--- config.mk ---
export PLATFORM = sky130hd
export DESIGN_NAME = rr_arb8_flat
export DESIGN_NICKNAME = d
export VERILOG_FILES = /design/src/rtl/rr_arb8_if.sv /design/src/rtl/rr_arb8.sv /design/src/flat_wrapper.sv
export SDC_FILE = /design/constraint.sdc
export NUM_CORES = 1
export LEC_CHECK = 0
export CORE_MARGIN = 1.5
export CORE_UTILIZATION = 45
export CTS_BUF_LIST = sky130_fd_sc_hd__clkbuf_4
export DETAILED_ROUTE_END_ITERATION = 8
export PLACE_DENSITY = 0.68
export REMOVE_ABC_BUFFERS = 1
export SETUP_SLACK_MARGIN = 0.05
export SLEW_MARGIN = 10
export SYNTH_ARGS = -nofsm -noshare
export SYNTH_HDL_FRONTEND = slang
export SYNTH_SLANG_ARGS = --single-unit
--- constraint.sdc ---
create_clock -name clk -period 3.3 [get_ports clk]
set_input_delay 0.495 -clock clk [delete_from_list [all_inputs] [get_ports clk]]
set_output_delay 0.495 -clock clk [all_outputs]
set_load 0.02 [all_outputs]
--- src/rtl/rr_arb8_if.sv ---
// Request/grant bundle between the requesters and the round-robin arbiter.
interface rr_arb8_if;
    logic [7:0] req;
    logic       done;
    logic [7:0] gnt;
    logic [2:0] gnt_id;
    logic       gnt_valid;
    logic       timeout;

    // Requester side: drives requests and the owner's done strobe.
    modport master (
        output req,
        output done,
        input  gnt,
        input  gnt_id,
        input  gnt_valid,
        input  timeout
    );

    // Arbiter side.
    modport slave (
        input  req,
        input  done,
        output gnt,
        output gnt_id,
        output gnt_valid,
        output timeout
    );
endinterface

--- src/rtl/rr_arb8.sv ---
// rr_arb8: eight-way round-robin arbiter with registered one-hot grant,
// binary grant index and a hold timeout. A grant is held until the owner
// signals done, drops its request, or has held for MAX_HOLD cycles. At least
// one idle cycle separates consecutive grants.
module rr_arb8 #(
    parameter int MAX_HOLD = 16
) (
    input  logic      clk,
    input  logic      rst,
    rr_arb8_if.slave  bus
);

    // Hold counter value in the last permitted grant cycle.
    localparam logic [7:0] HOLD_LAST = 8'(MAX_HOLD - 1);

    typedef enum logic [0:0] {
        ST_IDLE = 1'b0,
        ST_OWN  = 1'b1
    } state_t;

    state_t     r_state;
    state_t     w_state_nxt;
    logic [2:0] r_ptr;
    logic [2:0] w_ptr_nxt;
    logic [2:0] r_owner;
    logic [2:0] w_owner_nxt;
    logic [7:0] r_hold_cnt;
    logic [7:0] w_hold_nxt;
    logic [7:0] r_gnt;
    logic [7:0] w_gnt_nxt;
    logic [2:0] r_gnt_id;
    logic       r_gnt_valid;
    logic       r_timeout;
    logic       w_timeout_nxt;

    logic [2:0] w_sel;
    logic       w_found;
    logic       w_rel_done;
    logic       w_rel_drop;
    logic       w_rel_hold;
    logic       w_release;

    // One-hot to binary, same mapping as the 8-to-3 encoder; zero input gives 0.
    function automatic logic [2:0] enc8(input logic [7:0] oh);
        logic [2:0] id;
        id = 3'd0;
        for (int i = 0; i < 8; i++) begin
            if (oh[i]) begin
                id = id | 3'(i);
            end else begin
                id = id;
            end
        end
        return id;
    endfunction

    // Rotating priority search: first set request bit starting at r_ptr.
    always_comb begin
        logic [2:0] idx;
        w_sel   = 3'd0;
        w_found = 1'b0;
        idx     = 3'd0;
        for (int k = 0; k < 8; k++) begin
            idx = r_ptr + 3'(k);
            if (!w_found && bus.req[idx]) begin
                w_sel   = idx;
                w_found = 1'b1;
            end else begin
                w_found = w_found;
            end
        end
    end

    // Release conditions, only acted on while a grant is owned.
    assign w_rel_done = bus.done;
    assign w_rel_drop = ~bus.req[r_owner];
    assign w_rel_hold = (r_hold_cnt == HOLD_LAST);
    assign w_release  = (r_state == ST_OWN) & (w_rel_done | w_rel_drop | w_rel_hold);

    // Next-state and next-output logic for the IDLE/OWN machine.
    always_comb begin
        w_state_nxt   = r_state;
        w_ptr_nxt     = r_ptr;
        w_owner_nxt   = r_owner;
        w_hold_nxt    = r_hold_cnt;
        w_gnt_nxt     = r_gnt;
        w_timeout_nxt = 1'b0;
        case (r_state)
            ST_IDLE: begin
                if (w_found) begin
                    w_state_nxt = ST_OWN;
                    w_owner_nxt = w_sel;
                    w_hold_nxt  = 8'd0;
                    w_gnt_nxt   = 8'd1 << w_sel;
                end else begin
                    w_gnt_nxt   = 8'h00;
                end
            end
            ST_OWN: begin
                if (w_release) begin
                    w_state_nxt   = ST_IDLE;
                    w_ptr_nxt     = r_owner + 3'd1;
                    w_gnt_nxt     = 8'h00;
                    // A forced release is flagged only if nothing else ended the grant.
                    w_timeout_nxt = w_rel_hold & ~w_rel_done & ~w_rel_drop;
                end else begin
                    w_hold_nxt    = r_hold_cnt + 8'd1;
                end
            end
            default: begin
                w_state_nxt = ST_IDLE;
                w_gnt_nxt   = 8'h00;
            end
        endcase
    end

    // State, pointer and registered outputs with synchronous reset.
    always_ff @(posedge clk) begin
        if (rst) begin
            r_state     <= ST_IDLE;
            r_ptr       <= 3'd0;
            r_owner     <= 3'd0;
            r_hold_cnt  <= 8'd0;
            r_gnt       <= 8'h00;
            r_gnt_id    <= 3'd0;
            r_gnt_valid <= 1'b0;
            r_timeout   <= 1'b0;
        end else begin
            r_state     <= w_state_nxt;
            r_ptr       <= w_ptr_nxt;
            r_owner     <= w_owner_nxt;
            r_hold_cnt  <= w_hold_nxt;
            r_gnt       <= w_gnt_nxt;
            r_gnt_id    <= enc8(w_gnt_nxt);
            r_gnt_valid <= |w_gnt_nxt;
            r_timeout   <= w_timeout_nxt;
        end
    end

    assign bus.gnt       = r_gnt;
    assign bus.gnt_id    = r_gnt_id;
    assign bus.gnt_valid = r_gnt_valid;
    assign bus.timeout   = r_timeout;

endmodule

--- src/flat_wrapper.sv ---
// flat-port wrapper written by rule: the top's interface ports become plain ports
module rr_arb8_flat 
#(
    parameter int MAX_HOLD = 16
)
  (clk, rst, bus_req, bus_done, bus_gnt, bus_gnt_id, bus_gnt_valid, bus_timeout);
  rr_arb8_if bus_i ();
  input  logic clk;
  input  logic rst;
  input wire logic [$bits(bus_i.req)-1:0] bus_req;
  input wire logic [$bits(bus_i.done)-1:0] bus_done;
  output wire logic [$bits(bus_i.gnt)-1:0] bus_gnt;
  output wire logic [$bits(bus_i.gnt_id)-1:0] bus_gnt_id;
  output wire logic [$bits(bus_i.gnt_valid)-1:0] bus_gnt_valid;
  output wire logic [$bits(bus_i.timeout)-1:0] bus_timeout;
  assign bus_i.req = bus_req;
  assign bus_i.done = bus_done;
  assign bus_gnt = bus_i.gnt;
  assign bus_gnt_id = bus_i.gnt_id;
  assign bus_gnt_valid = bus_i.gnt_valid;
  assign bus_timeout = bus_i.timeout;
  rr_arb8 #(.MAX_HOLD(MAX_HOLD)) u_core (.clk(clk), .rst(rst), .bus(bus_i));
endmodule
# == Yosys cells after proc, flatten, opt, wreduce, memory -nomap -nowiden ==
# Index checks and enable logic that the tools add are counted.
# totals
output_inout_bits,13
elab_cells,108
ff_bits,28
inputBits,11
# classes
order_cmp,9
n_addsub,9
muxes,50
bitwise,9
n_reduce_logical,19
shifts,1
eq_ne,3
# ops
operator,n
"3-bit by 4-bit < comparator with 1-bit output, second input constant",9
3-bit 2-to-1 mux,12
8-bit 2-to-1 mux,4
8-bit one-hot mux with 2 select lines,2
1-bit binary-select mux with 3-bit select,9
1-bit 2-to-1 mux,20
"3-bit adder, second input constant",4
"8-bit by 1-bit adder with 8-bit output, second input constant",1
"8-bit by 4-bit == test with 1-bit output, second input constant",1
8-bit OR reduction,1
"1-bit by 3-bit << shifter with 8-bit output, first input constant",1
1-bit logical AND,7
1-bit zero test,7
"3-bit by 1-bit adder with 3-bit output, second input constant",2
"3-bit by 2-bit adder with 3-bit output, second input constant",2
2-bit AND reduction,3
2-bit 2-to-1 mux,2
1-bit NOT,4
1-bit AND,3
3-bit OR reduction,1
"2-bit by 1-bit inequality test with 1-bit output, second input constant",1
"2-bit inequality test, second input constant",1
1-bit bitwise OR,2
1-bit one-hot mux with 2 select lines,1

# == Logic depth before layout (Yosys ltp) ==
# Gate-level depths: netlist (run 1).
# logic_depth
ltp_word,34
ltp_mapped,15

# == Least setup slack after synthesis (run 1) ==
# OpenSTA, ideal clock, no wires.
# synth_path
path_kind,register to register
startpoint,register u_core.r_ptr[0]
endpoint,"register u_core.r_gnt[5], in the netlist u_core.bus.gnt[5]"
period_less_slack_ps,3278
t_required_ps,3183
arrival_ps,3161
slack_ps,22
stages_incl_launch_ff,13
path_cell_list,dfxtp_1 buf_2 inv_2 ha_1 buf_6 mux4_1 mux2_2 o22a_1 nor4_4 nand2_1 o221ai_2 nor3_2 a32o_1
# synth_between
elab_chain_len,27
elab_cells_between_ends,56
# synth_rtl
element,line,rtl
from (decl),rr_arb8.sv:23,logic [2:0] r_ptr;
from (signal assigned),rr_arb8.sv:130,r_ptr <= w_ptr_nxt;
"parallel branches: the longest is 25 deep, another holds 3-bit by 1-bit adder with 3-bit output",--,
8-bit 2-to-1 mux *,rr_arb8.sv:90,if (w_found) begin
8-bit one-hot mux with 2 select lines *,rr_arb8.sv:88,case (r_state)
to (signal assigned),rr_arb8.sv:133,r_gnt <= w_gnt_nxt;
to (decl),rr_arb8.sv:29,logic [7:0] r_gnt;
# Every way passes the cells marked *. The select of a mux whose other input is x is not followed.
# A chain may end at the register's enable or synchronous reset.

# == Worst setup path after layout (run 1) ==
# layout_path
startpoint,register u_core.r_ptr[1]
endpoint,"register u_core.r_gnt[3], in the netlist u_core.bus.gnt[3]"
# Same word-level chain as after synthesis.

==> results of run 1 <==
cell families (layout without fill, tap and decap cells):
family / after synthesis / count (layout) / share of synthesized area
DFF: 28 / 28 / 0.245
AOI/OAI and AO/OA: 63 / 63 / 0.204
adders and majority gates: 4 / 4 / 0.0219
muxes: 36 / 36 / 0.236
buffers and inverters: 17 / 55 / 0.0454
and+or+nand+nor: 89 / 89 / 0.194
xor gates and xnor gates: 12 / 12 / 0.0526
cells in the mapped netlist (all sizes together) (3+ instances only):
cell type	count	area, µm²
a211oi	5	42.5
a21oi	17	85.1
a221oi	3	32.5
and3	3	18.8
buf	10	77.6
clkbuf	3	11.3
dfxtp	28	561
ha	4	50.1
inv	4	15.0
mux2	9	105
mux2i	15	150
mux4	12	285
nand2	30	113
nand2b	6	37.5
nand3	8	40.0
nor2	22	82.6
nor3	6	40.0
o21ai	10	50.0
o221ai	4	41.3
or2	3	18.8
xnor2	8	77.6
xor2	4	42.6
report_power, final:
group | switching [µW] | internal [µW] | leakage [µW]
registers | 32.6 | 372 | 0.000229
clock network | 100 | 123 | 0.0000279
logic | 395 | 347 | 0.000729
total | 528 | 842 | 0.000985
final cells by class:
cell class | instances | area, µm² | area share
well taps | 67 | 83.8 | 0.0302
inverters | 4 | 15.0 | 0.00540
repair buffers | 47 | 418 | 0.150
flip-flops and latches | 28 | 563 | 0.203
clock buffers | 3 | 22.5 | 0.00810
clock inverters | 1 | 30.0 | 0.0108
multi-input cells | 204 | 1650 | 0.593
repair_timing:
| action | 4_1_cts | 5_1_grt |
|---|---|---|
| setup buffers | 0 | 1 |
| pin swaps | 0 | 1 |
| resized for setup | 1 | 9 |
| endpoints found under the setup margin | 3 | 21 |
layer usage:
layer  vias up  global-route usage  wire [µm]
met5         -                   0          0
met4         0              0.0424         79
met3         8              0.0610        383
met2        81               0.342       2560
met1       985               0.317       2640
li1       1030                   -          -
worst max-delay path, stage by stage (launching register included):
cell,delay [ns]
dfxtp_2,0.37
inv_1,0.10
ha_4,0.33
buf_4,0.18
mux2_2,0.39
mux2i_2,0.22
a221oi_2,0.10
o221a_2,0.26
o311a_1,0.33
o21a_2,0.24
or3_4,0.39
o21ai_1,0.14
stage by stage:
stage	TNS [ns]	cells	total power, µW	hold slack, ns
2_1_floorplan	-7.02	236	882	0.459
3_3_place_gp	0	349	1110	0.468
3_5_place_dp	0	349	1110	0.465
4_1_cts	0	353	1340	0.485
5_1_grt	0	354	1450	0.512
6_report	0	354	1370	0.482
how the worst max path moves through the flow:
stage	cells after the start	startpoint	slack (ns)	to
finish	11	u_core.r_ptr[1]$_SDFFE_PP0P_	0.18	u_core.bus.gnt[3]$_SDFF_PP0_
detailed placement	9	bus_req[6]	0.02	u_core.bus.gnt[5]$_SDFF_PP0_
CTS	11	u_core.r_ptr[0]$_SDFFE_PP0P_	0.06	u_core.bus.gnt[3]$_SDFF_PP0_
global route	11	u_core.r_ptr[1]$_SDFFE_PP0P_	0.04	u_core.bus.gnt[3]$_SDFF_PP0_
global placement	9	bus_req[6]	0.07	u_core.bus.gnt[5]$_SDFF_PP0_
floorplan	10	u_core.r_ptr[0]$_SDFFE_PP0P_	-0.48	u_core.bus.gnt[5]$_SDFF_PP0_
flip-flops by register name, summed over array words and instances (netlist names):
name                  cells
u_core.bus.gnt            8
u_core.bus.gnt_id         3
u_core.bus.gnt_valid      1
u_core.bus.timeout        1
u_core.r_hold_cnt         8
u_core.r_owner            3
u_core.r_ptr              3
u_core.r_state            1
==> metrics.yaml, run 1 <==
area_delta_synth_final_pct: 21.6
fin_nets: 303
gr-total-overflow: 0
critical_path_class: "flip-flop to flip-flop"
syn_area_um2: 2290
finalHoldViolCount: 0
grt_max_degree: 21
routabilityCongestion: 0.897
fin_util: 0.577
initial_core_util: 0.475
ys.flop_type: "dfxtp_1"
holdPathStages: 2
fin_crit_sh: 0.944
cts_root_buf: "clkbuf_4"
worstSkewPairLatency_ns: 0.32
grt_pass1_wl_mm: 9.59
worstMarginPinSlew_ns: 0.623
final_area_um2: 2780
grt_util_all_layers: 0.222
cts_tree: "done"
grt_pass1_vias: 2018
hpwl_mm: 4.40
io_buffers: 23
antenna_found_initial: 0
rsz0062_at_grt: "false"
rr_worst_depth: 11
async_flop_share: 0
ctsHoldBuffers: 0
rr_startpoint: "u_core.r_ptr[1]$_SDFFE_PP0P_"
die_area_um2: 5520
yosysSeqAreaShare: 0.245
place_area_um2: 2680
post-place-ws_ns: 0.0222
hold_class: "flip-flop to flip-flop"
num_rows: 25
clk_pin_slew_ns: 0.15
synth.avg_cell_area_um2: 9.18
p_per_area_nw_per_um2: 493
ios: 24
setup_slack_ns: 0.185
clock_skew_ns: 0.00179
dr_total_vias: 2104
fmax_mhz: 321
syn_inst: 249
start_kind: "flip-flop"
ir_drop_mv: 0.244
drc: 0
final_common_cell: "nand2_1"
yosys_warnings: 0
endpoint_kind: "flip-flop"
viasPerCell: 5.94
cts_buffer_depth: 2
cp_data_arrival_time_ns: 3.38
initialDrtViolationCount: 288
worstHoldEndpoint: "u_core.bus.gnt[0]$_SDFF_PP0_"
period_minus_slack_ns: 3.12
reg2reg_slack_ns: 0.18
first_pass_iters: 4
final_cell_mix: "30 x nand2_1, 26 x dfxtp_1, 23 x clkdlybuf4s50_1, 23 x buf_4, 22 x nor2_1"
final-setup-viol-count: 0
maxSlewHeadroom: 0.583
die_w_um: 74.3
fillCellCount: 427
final_max_slew_viol_count: 0
outcome: "completed"
synth-seq-cells: 28
wl_mm: 5.67
drive_gt1_frac: 0.216
avgRoutedWirePerCell_um: 16.0
r2r-end: "u_core.bus.gnt[3]$_SDFF_PP0_"
chipHeight_um: 74.3
postRouteAntennaNets: 0
p_leak_uw: 0.000985
cap_violations: 0
synth_cell_types: 65
cts_buffers: 3
n_antenna_cell: 0
min_from: "u_core.bus.gnt[0]$_SDFF_PP0_"
synth_edf_count: 0
crit_path_max_fanout: 8
cts_max_level: 1
worst_ep_required_time_ns: 3.57
clock_sinks: 28
core_area_um2: 4820
Power figures use the tool's default switching activity.
==> run 2, diff against run 1 <==
- CELL_PAD_IN_SITES_DETAIL_PLACEMENT: unset -> 1
- CELL_PAD_IN_SITES_GLOBAL_PLACEMENT: unset -> 1
- CORE_UTILIZATION: 45 -> 41
- PLACE_DENSITY: 0.68 -> unset
- PLACE_DENSITY_LB_ADDON: unset -> 0.1
==> run 2 against run 1 <==
Clock skew up 0.016 ns. Count of clock-buffer cells in the layout did not move. Worst setup slack better by 0.036 ns. Global-route usage fell by 0.49 points. Fmax is 1.2% higher.
==> metrics.yaml, run 2 (same netlist as run 1, synthesis figures left out) <==
outcome: "completed"
cts_max_level: 1
clk_pin_slew_ns: 0.16
dr_total_vias: 2094
grt_util_all_layers: 0.218
cp_slowest_stage_delay_ns: 0.56
worstMarginPinSlew_ns: 0.673
grt_pass1_vias: 2102
clock_skew_ns: 0.0180
area_delta_synth_final_pct: 22.1
die_area_um2: 6030
worstSkewPairLatency_ns: 0.34
num_rows: 27
final-setup-viol-count: 0
cp_slowest_cell: "mux4_1"
initialDrtViolationCount: 130
crit_chain: "inv_1 -> ha_2 -> mux4_1 -> mux2_2 -> o22a_1 -> nor4_4 -> nand2_1 -> o21a_2 -> or3_4 -> o21ai_1"
avgRoutedWirePerCell_um: 17.1
cts_buffers: 3
initial_core_util: 0.420
ir_drop_mv: 0.226
endpoint_kind: "flip-flop"
cts_root_buf: "clkbuf_4"
fmax_mhz: 325
rsz0062_at_grt: "true"
ios: 24
ctsResizeCount: 0
n_antenna_cell: 0
crit_path_max_fanout: 4
start_kind: "flip-flop"
final_cell_mix: "30 x nand2_1, 26 x dfxtp_1, 25 x buf_4"
critical_path_class: "flip-flop to flip-flop"
final_common_cell: "nand2_1"
wl_mm: 6.17
cp_data_arrival_time_ns: 3.37
hpwl_mm: 4.91
clock_sinks: 28
setup_slack_ns: 0.220
maxSlewHeadroom: 0.550
crit_buf_inv: 1
fin_nets: 305
fin_crit_sh: 0.933
cp_top_family: "multiplexers"
cts_setup_buffers: 0
worst_ep_required_time_ns: 3.59
grt_max_degree: 21
grt_pass1_wl_mm: 10.6
whs_ns: 0.481
io_buffers: 23
routabilityCongestion: 0.818
drive_gt1_frac: 0.221
total_power_uw: 1400
first_pass_iters: 4
chipHeight_um: 77.7
cts_buffer_depth: 2
core_area_um2: 5440
gr-total-overflow: 0
viasPerCell: 5.80
period_minus_slack_ns: 3.08
postRouteAntennaNets: 0
antenna_found_initial: 0
drc: 0
post-place-ws_ns: -0.0534
cap_violations: 0
ctsHoldBuffers: 0
cts_tree: "done"
hold_class: "flip-flop to flip-flop"
p_per_area_nw_per_um2: 501
final_max_slew_viol_count: 0
p_leak_uw: 0.000996
die_w_um: 77.7
setup_tns_ns: 0
finalHoldViolCount: 0
-- run 2: worst paths after layout --
check | end | depth (start not counted) | slack (ns) | from
setup reg to reg | u_core.bus.gnt[2]$_SDFF_PP0_ | 10 | 0.22 | u_core.r_ptr[1]$_SDFFE_PP0P_
hold / removal | u_core.bus.gnt[0]$_SDFF_PP0_ | 2 | 0.48 | u_core.bus.gnt[0]$_SDFF_PP0_
setup / recovery | u_core.bus.gnt[2]$_SDFF_PP0_ | 10 | 0.22 | u_core.r_ptr[1]$_SDFFE_PP0P_
hold reg to reg | u_core.bus.gnt[0]$_SDFF_PP0_ | 2 | 0.48 | u_core.bus.gnt[0]$_SDFF_PP0_
-- run 2: final cells by class --
cell class	instances	area, µm²
clock buffers	3	22.5
flip-flops and latches	28	563
fillers	646	2650
multi-input cells	204	1640
repair buffers	49	429
inverters	4	15.0
clock inverters	1	30.0
well taps	72	90.1
-- run 2: report_power, final --
group          switching (µW)  internal, µW  leakage (µW)  total (µW)
Sequential               32.6           372      0.000229         404
Clock                     102           123     0.0000279         225
Combinational             407           363      0.000740         770
Total                     542           857      0.000996        1400
-- run 2: routing by layer --
metal,vias to the layer above,track usage,share of wire
met2,37,0.335,0.44
met5,-,0,0
li1,1026,-,-
met1,1031,0.338,0.53
met4,0,0.0127,0
met3,0,0.0259,0.034
-- run 2: worst reg2reg max path: stages, from the launching register on --
cell and delay [ns]:
dfxtp_2 0.37, inv_1 0.06, ha_2 0.39, mux4_1 0.56, mux2_2 0.32, o22a_1 0.24
nor4_4 0.31, nand2_1 0.11, o21a_2 0.16, or3_4 0.38, o21ai_1 0.13
-- run 2: stage by stage --
| stage | util | std cells | cell area [µm²] |
|---|---|---|---|
| after floorplan | - | 236 | 2200 |
| after global placement | 0.499 | 357 | 2710 |
| after detailed placement | 0.499 | 357 | 2710 |
| after CTS | 0.508 | 361 | 2770 |
| after global routing | 0.513 | 361 | 2790 |
| final | 0.513 | 361 | 2790 |
==> run 3, diff against run 2 <==
- RECOVER_POWER: unset -> 25
==> run 3 against run 2 <==
Final cell count is the same. Critical endpoint unchanged. Register-to-register slack is essentially flat. Power decreased by 0.45%. Combinational power decreased by 0.6%. Count of clock-buffer cells in the layout did not move.
==> metrics.yaml, run 3 (same netlist as run 1, synthesis figures left out) <==
outcome: "completed"
cts_buffers: 3
whs_ns: 0.478
first_pass_iters: 4
final_cells: 361
period_minus_slack_ns: 3.08
fillCellCount: 646
holdPathStages: 2
initial_core_util: 0.420
fin_crit_sh: 0.933
clock_sinks: 28
ctsResizeCount: 0
final_cell_mix: "30 x nand2_1, 26 x dfxtp_1, 25 x buf_4"
seq_power_share: 0.290
cts_buffer_depth: 2
die_w_um: 77.7
switching_power_uw: 541
worstMarginPinSlew_ns: 0.674
clock_skew_ns: 0.0181
start_kind: "flip-flop"
dpl.cell_count: 357
ctsHoldBuffers: 0
hpwl_mm: 4.91
routabilityCongestion: 0.818
swShare: 0.388
rr_worst_depth: 10
ios: 24
p_clk_frac: 0.162
clk_pin_slew_ns: 0.16
io_buffers: 23
p_per_area_nw_per_um2: 499
hold_class: "flip-flop to flip-flop"
grt_util_all_layers: 0.218
postRouteAntennaNets: 0
cts_root_buf: "clkbuf_4"
final_common_cell: "nand2_1"
wl_mm: 6.16
rsz0062_at_grt: "true"
antenna_found_initial: 0
final-setup-viol-count: 0
grt_max_degree: 21
chipHeight_um: 77.7
core_area_um2: 5440
dr_total_vias: 2091
worstHoldEndpoint: "u_core.bus.gnt[0]$_SDFF_PP0_"
multi_input_area_um2: 1640
place_area_um2: 2710
rr_startpoint: "u_core.r_ptr[1]$_SDFFE_PP0P_"
setup_slack_ns: 0.221
area_delta_synth_final_pct: 22.1
initialDrtViolationCount: 130
drive_gt1_frac: 0.221
avgRoutedWirePerCell_um: 17.1
n_antenna_cell: 0
cts_setup_buffers: 0
crit_path_max_fanout: 4
grt_pass1_wl_mm: 10.6
gr-total-overflow: 0
seq_area_um2: 563
maxSlewHeadroom: 0.549
internal-power_uw: 852
p_leak_uw: 0.00102
worst_ep_required_time_ns: 3.59
min_from: "u_core.bus.gnt[0]$_SDFF_PP0_"
fin_nets: 305
cts_max_level: 1
endpoint_kind: "flip-flop"
pwr-share-comb: 0.549
cp_data_arrival_time_ns: 3.37
r2r-end: "u_core.bus.gnt[2]$_SDFF_PP0_"
die_area_um2: 6030
startpoint: "u_core.r_ptr[1]$_SDFFE_PP0P_"
num_rows: 27
final_max_slew_viol_count: 0
worstSkewPairLatency_ns: 0.34
total_power_uw: 1390
grt_pass1_vias: 2102
cts_tree: "done"
cap_violations: 0
finalHoldViolCount: 0
ir_drop_mv: 0.226
final_area_um2: 2790
reg2reg_slack_ns: 0.22
fmax_mhz: 325
post-place-ws_ns: -0.0534
drc: 0
critical_path_class: "flip-flop to flip-flop"
viasPerCell: 5.79
[run 3: cell types whose count changed in the layout (fill, tap and decap cells not counted), sizes merged]
| cell | before | now |
|---|---|---|
| dlygate4sd3 | 0 | 10 |
| clkdlybuf4s50 | 23 | 13 |
[run 3: stage by stage]
step                      TNS [ns]   util
after global routing             0  0.513
after floorplan              -7.02      -
after detailed placement    -0.285  0.499
final                            0  0.513
after CTS                        0  0.508
after global placement    -0.00435  0.499
[run 3: metal layers]
| layer | GRT usage | up-vias | share of wire |
|---|---|---|---|
| li1 | - | 1026 | - |
| met1 | 0.338 | 1028 | 0.53 |
| met2 | 0.335 | 37 | 0.43 |
| met3 | 0.0259 | 0 | 0.034 |
| met4 | 0.0127 | 0 | 0 |
| met5 | 0 | - | 0 |
[run 3: worst max-delay path by stage]
| stage | endpoint | slack, ns | cells after the start |
|---|---|---|---|
| global route | u_core.bus.gnt[5]$_SDFF_PP0_ | 0.04 | 10 |
| detailed placement | u_core.bus.gnt[2]$_SDFF_PP0_ | -0.05 | 9 |
| floorplan | u_core.bus.gnt[5]$_SDFF_PP0_ | -0.48 | 10 |
| CTS | u_core.bus.gnt[2]$_SDFF_PP0_ | 0.09 | 11 |
| global placement | u_core.bus.gnt[4]$_SDFF_PP0_ | -0.002 | 10 |
| finish | u_core.bus.gnt[2]$_SDFF_PP0_ | 0.22 | 10 |
[run 3: power by group through the flow]
| stage | clock [µW] | combinational (µW) | sequential (µW) |
|---|---|---|---|
| 4_1_cts | 232 | 749 | 404 |
| 6_report | 225 | 765 | 404 |
| 3_5_place_dp | 0 | 746 | 412 |
| 3_3_place_gp | 0 | 739 | 411 |
| 2_1_floorplan | 0 | 437 | 445 |
| 5_1_grt | 243 | 833 | 410 |
[run 3: worst max-delay path: stages (launching register included)]
cell     delay [ns]
dfxtp_2        0.37
inv_1          0.06
ha_2           0.39
mux4_1         0.56
mux2_2         0.32
o22a_1         0.24
nor4_4         0.31
nand2_1        0.11
o21a_2         0.16
or3_4          0.38
o21ai_1        0.13
[run 3: final cells by class]
| cell class | count | area share |
|---|---|---|
| inverter | 4 | 0.00538 |
| clock buffer | 3 | 0.00807 |
| tap | 72 | 0.0323 |
| multi-input combinational | 204 | 0.588 |
| clock inverter | 1 | 0.0108 |
| timing repair buffer | 49 | 0.154 |
| sequential | 28 | 0.202 |
